==> config.mk <==
export PLATFORM = sky130hd
export DESIGN_NAME = fa_pattern_applier
export DESIGN_NICKNAME = d
export VERILOG_FILES = /design/src/rtl/fa_pattern_applier.sv
export SDC_FILE = /design/constraint.sdc
export NUM_CORES = 1
export LEC_CHECK = 0
export CAP_MARGIN = 10
export CORE_ASPECT_RATIO = 0.5
export CORE_MARGIN = 5
export CORE_UTILIZATION = 44
export CTS_CLUSTER_SIZE = 16
export DETAILED_ROUTE_END_ITERATION = 8
export PLACE_DENSITY = 0.77
export SETUP_SLACK_MARGIN = 0.05
export SLEW_MARGIN = 30
export SYNTH_ARGS = -nofsm -noshare
export SYNTH_HDL_FRONTEND = slang
export SYNTH_SLANG_ARGS = --single-unit
==> constraint.sdc <==
create_clock -name clk -period 1.95 [get_ports clk]
set_input_delay 0.39 -clock clk [delete_from_list [all_inputs] [get_ports clk]]
set_output_delay 0.39 -clock clk [all_outputs]
set_load 0.01 [all_outputs]
==> src/rtl/fa_pattern_applier.sv <==
// rtl/fa_pattern_applier.sv - applies test patterns to a 4-bit adder, samples and grades its response
module fa_pattern_applier #(
  parameter int SETTLE_CYCLES = 2,
  parameter int CNT_W         = 16
) (
  input  logic             clk,
  input  logic             rst_n,
  input  logic             clr,
  input  logic             pat_valid,
  output logic             pat_ready,
  input  logic [3:0]       pat_a,
  input  logic [3:0]       pat_b,
  input  logic             pat_cin,
  input  logic [4:0]       pat_exp,
  output logic [3:0]       dut_a,
  output logic [3:0]       dut_b,
  output logic             dut_cin,
  input  logic [4:0]       dut_resp,
  output logic             res_valid,
  input  logic             res_ready,
  output logic             res_pass,
  output logic [4:0]       res_obs,
  output logic [CNT_W-1:0] pat_count,
  output logic [CNT_W-1:0] fail_count
);

  // Settle counter only needs to hold SETTLE_CYCLES-1.
  localparam int SW = (SETTLE_CYCLES > 1) ? $clog2(SETTLE_CYCLES) : 1;
  localparam logic [SW-1:0] SETTLE_LOAD = SW'(SETTLE_CYCLES - 1);

  localparam logic [1:0] IDLE   = 2'd0;
  localparam logic [1:0] APPLY  = 2'd1;
  localparam logic [1:0] REPORT = 2'd2;

  logic [1:0]    state;
  logic [4:0]    exp_q;
  logic [SW-1:0] settle;
  logic          accept;
  logic          sample;
  logic          mismatch;

  assign accept   = (state == IDLE) && pat_valid && pat_ready;
  assign sample   = (state == APPLY) && (settle == '0);
  assign mismatch = (dut_resp != exp_q);

  // Control FSM; pat_ready and res_valid are registered so they are clean after reset release.
  always_ff @(posedge clk or negedge rst_n) begin
    if (!rst_n) begin
      state     <= IDLE;
      pat_ready <= 1'b0;
      res_valid <= 1'b0;
    end else begin
      case (state)
        IDLE: begin
          if (accept) begin
            state     <= APPLY;
            pat_ready <= 1'b0;
          end else begin
            pat_ready <= 1'b1;
          end
        end
        APPLY: begin
          if (sample) begin
            state     <= REPORT;
            res_valid <= 1'b1;
          end
        end
        REPORT: begin
          if (res_ready) begin
            state     <= IDLE;
            res_valid <= 1'b0;
            pat_ready <= 1'b1;
          end
        end
        default: begin
          state     <= IDLE;
          pat_ready <= 1'b0;
          res_valid <= 1'b0;
        end
      endcase
    end
  end

  // Drive the adder, time the settle window, and capture the graded response.
  always_ff @(posedge clk or negedge rst_n) begin
    if (!rst_n) begin
      dut_a    <= 4'd0;
      dut_b    <= 4'd0;
      dut_cin  <= 1'b0;
      exp_q    <= 5'd0;
      settle   <= '0;
      res_obs  <= 5'd0;
      res_pass <= 1'b0;
    end else begin
      if (accept) begin
        dut_a   <= pat_a;
        dut_b   <= pat_b;
        dut_cin <= pat_cin;
        exp_q   <= pat_exp;
        settle  <= SETTLE_LOAD;
      end else if (state == APPLY && !sample) begin
        settle <= settle - 1'b1;
      end
      if (sample) begin
        res_obs  <= dut_resp;
        res_pass <= !mismatch;
      end
    end
  end

  // Saturating pattern/fail counters; clr wins over a same-edge increment.
  always_ff @(posedge clk or negedge rst_n) begin
    if (!rst_n) begin
      pat_count  <= '0;
      fail_count <= '0;
    end else if (clr) begin
      pat_count  <= '0;
      fail_count <= '0;
    end else if (sample) begin
      if (pat_count != '1) pat_count <= pat_count + 1'b1;
      if (mismatch && fail_count != '1) fail_count <= fail_count + 1'b1;
    end
  end

endmodule

# Yosys cells after proc, flatten, opt, wreduce, memory -nomap -nowiden
# Index checks and enable logic that the tools add are counted.
# op_classes
addsub	3
n_eq_ne	8
n_mux	18
bitwise_logic	3
n_reduce_logical	17
# op_table
cell	n
16-bit two-way mux	6
16-bit by 1-bit adder with 16-bit output (second input constant)	2
16-bit inequality test (second input constant)	2
2-bit nonzero test	4
1-bit two-way mux	6
2-bit two-way mux	3
2-bit inequality test (second input constant)	3
1-bit one-hot mux with 3 select lines	2
2-bit one-hot mux with 3 select lines	1
2-bit AND reduction	3
3-bit AND reduction	2
1-bit logical AND	5
5-bit inequality test	1
1-bit NOT	3
2-bit by 1-bit == test with 1-bit output (second input constant)	1
2-bit == test (second input constant)	1
1-bit logical NOT	2
2-bit logical NOT	1
1-bit subtractor (second input constant)	1
# word_totals
reg_bits	57
in_bits	24
out_inout_bits	49
elab_cells	61

# Longest topological paths before layout
# logic_depth
word_depth	6
depth_mapped	8
ltp_nobuf	6

# Worst setup path after synthesis
# OpenSTA, ideal clock, no wires.
# synth_path
path_type	reg-to-reg
startpoint	reg fail_count[0]
endpoint	reg fail_count[7]
setup_time_ns	0.128
arrival_ns	1.904
required_time_ns	1.822
path_slack_ns	-0.081
stages_incl_launch_ff	9
path_buffers	2
period_less_slack_ns	2.031
path_cell_list	dfrtp_1 ha_1 nand4_1 or4_1 buf_2 nor2_4 buf_4 nor4_1 mux2_1
# synth_via
elab_chain_len	4
elab_cells_between_ends	8
classes_between	add/sub: 1; eq/ne: 1; mux: 3; reduce/logical: 3
# synth_rtl
element	line	rtl
from (decl)	24	output logic [CNT_W-1:0] fail_count
from (signal assigned)	121	if (mismatch && fail_count != '1) fail_count <= fail_count + 1'b1;
16-bit by 1-bit adder with 16-bit output / 16-bit inequality test (equally long branches)	121	
16-bit two-way mux / 1-bit logical AND (equally long branches)	121	
16-bit two-way mux / 2-bit nonzero test (equally long branches)	-	
16-bit two-way mux / 2-bit AND reduction (equally long branches)	-	
# Several ways; a longest one is shown, not always the timed one. The select of a mux whose other input is x is not followed.
# A chain may end at the register's enable or synchronous reset.

# Worst setup path in the final report
# layout_path
startpoint	in dut_resp[1]
endpoint	reg fail_count[9]
# layout_via
elab_chain_len	4
# layout_rtl
element	line	rtl
from (decl)	18	input logic [4:0] dut_resp,
5-bit inequality test	44	assign mismatch = (dut_resp != exp_q);
1-bit logical AND	121	
2-bit nonzero test (no line)	-	
2-bit AND reduction (no line)	-	
# No other way between the ends.

==> metrics.md <==
| Metric | Value |
|---|---|
| Status | complete, no violations |
| Die width | 122 microns |
| Post-Route M1 WL | 2880 microns |
| Layout Nets | 382 |
| Fin Setup TNS | 0 ns |
| # rows | 20 |
| RR Endpoint | fail_count[4] |
| Peak Freq | 533 MHz |
| CTS hold repair buffers | 0 |
| Initial DRC count | 158 |
| Die area | 8060 sq um |
| Port-buffer cells | 72 |
| Crit path time final | 1.88 ns |
| Critical path type | in2reg |
| Worst setup margin | 0.0750 ns |
| Async SR Flop Fraction | 100% |
| Hpwl dp | 4920 microns |
| Initial core utilization | 45.4% |
| Pwr/cell area | 1120 nW/um^2 |
| DP Area | 3710 sq um |
| Post-layout instance area | 4090 sq um |
| Top cell type's share of synthesized area | 51.7% |
| Core area | 6080 sq um |
| Worst Path Arrival | 2.08 ns |
| Largest net degree at the start of global routing | 58 |
| Wire per inst | 15.5 microns |
| Dpl ws | -0.299 ns |
| GRT overflow | 0 |
| Maximum capacitance violations | 0 |
| Critical-path top delay cell | clkdlybuf4s50_1 |
| Post-Syn Nets | 285 |
| Drt via density | 5.29 |
| WL met3 | 382 microns |
| Clk sinks | 57 |
| Worst setup SP type | primary input |
| Overall power consumption | 4.58 mW |
| Reg-to-Reg Start | fail_count[0] |
| Antenna Cells | 0 |
| Die Y | 66.0 microns |
| CTS tree | done |
| Final core utilization | 67.3% |
| Critical Path Fanout Max | 25 |
| Total CTS buffers | 9 |
| Clk root buf | clkbuf_16 |
| # IOs | 73 |
| FF-to-FF setup slack | 0.10 ns |
| Initial antenna violation count | 0 |
| Hold Crit Class | in2async |
| RD Place Congestion | 0.825 |
| Routed length on met2 | 3570 microns |
| Slew Limit Fails | 0 |
| Worst Path Required | 2.16 ns |
| CP peak stage delay | 0.51 ns |
| Maximum vdd drop | 0.655 mV |
| Placed Cells | 428 |
| Main flop type after synthesis | dfrtp_1 |
| Most frequent cells after synthesis | dfrtp_1, o21ai_0, mux2_2 |
| P_leak | 1.64 nW |
| # setup viols final | 0 |
| Vias | 2376 |
| Reg clk slew, reported paths | 0.05 ns |
| Syn. warnings | 0 |
| Htree depth | 3 |
| Post-synth top area cell | dfrtp_1 |
| Drt drc | 0 |
| Tot GR Track Use | 18.8% |
| Area grow syn2layout | 48.2% |
| Final non-filler cell total | 449 |
| Top post-synthesis cells by area | dfrtp_1, mux2_2, o21ai_0 |
| Vias in the first global route | 2415 |
| RSZ-0062 raised after global routing | true |
| Path depth of the worst reg2reg path | 7 |
| Hold Vio Cnt, Final | 0 |
| Uppermost layer routed | met4 |
| Clk_skew | 0.00392 ns |
| Syn_area_per_cell | 10.7 sq um |
| Post-synth EDFFs | 0 |
| Most common cell in the netlist | dfrtp_1 |
| Final period util | 96.2% |
| Synthesized flop and latch total | 57 |
| DRT Pass-1 Iters | 4 |
| Antenna-violating nets left | 0 |
| Worst-margin pin slew | 0.394 ns |
| Synthesized area | 2760 sq um |
| Clock latency on the worst-skew pair | 0.33 ns |
| Post-synthesis sequential area ratio | 51.7% |
| Unique masters post-synth | 44 |
| Clock buffer depth | 2 |
| Worst path cell trace | clkdlybuf4s50_1 > xnor2_1 > nand3_1 > o31ai_2 > buf_6 > nor4_2 > mux2_1 |
| Crit. End Element | flip-flop |
| Slew headroom | 73.7% |
| Share of cells above drive strength 1 | 21.6% |
| First-pass GRT wire length | 11600 microns |
| Post-Route WL | 6970 microns |
| Final hold slack | 0.0580 ns |
| Post-synthesis cell count | 259 |
repair_timing:
action                     CTS  global route
gates cloned                 0             0
gates resized for setup      3            12
pin swaps                    0             1
setup endpoints to repair    2            21
setup buffers                0             5
layout by cell type (no fill, tap or decap), types with 11 or more instances in the layout:
cell	instances
xor2_1	11
a21oi_1	13
nand2_1	17
buf_4	23
dfrtp_1	56
mux2_2	19
clkdlybuf4s50_1	71
nor2_1	11
o21ai_0	22
worst max path at each step:
stage	startpoint	end	slack, ns
after floorplan	fail_count[0]	fail_count[7]	-0.07
after global placement	dut_resp[4]	fail_count[9]	-0.20
after detailed placement	dut_resp[1]	fail_count[9]	-0.30
after CTS	fail_count[2]	fail_count[15]	0.07
after global routing	dut_resp[4]	fail_count[11]	-0.01
final	dut_resp[1]	fail_count[9]	0.07
worst max-delay path: cells and delay by family:
family          cells  cell delay, ns
buf+inv             2            0.75
simple gates        2            0.20
mux                 1            0.32
xor+xnor            1            0.13
compound gates      1            0.29
registers in the layout, summed over array words and instances, names as in the netlist:
register    count
fail_count     16
exp_q           5
settle          1
dut_a           4
dut_b           4
state           2
res_obs         5
res_valid       1
pat_ready       1
res_pass        1
dut_cin         1
pat_count      16
kinds of logic after synthesis:
kind of cell	share of synthesized area (%)
AOI/OAI and AO/OA	12.5
buffers and inverters	3.35
DFF	51.7
adders and majority gates	0.906
xor gates and xnor gates	5.71
muxes	8.93
and+or+nand+nor	16.9
routing by layer:
layer	vias to the layer above	global-route usage [%]
li1	1140	-
met1	1167	22.2
met2	58	31.2
met3	11	6.75
met4	0	8.10
met5	-	0
power by group:
part           internal, mW  switching [mW]
combinational         0.824           0.568
clock                  1.02           0.522
sequential             1.47           0.177
cell type report:
class / instances / area [sq um]
multi-input combinational: 181 / 1280
sequential: 57 / 1430
inverter: 7 / 26.3
tap: 88 / 110
clock inverter: 3 / 40.0
clock buffer: 13 / 250
timing repair buffer: 100 / 953
fill: 446 / 1990
(Power assumes the default switching activity.)
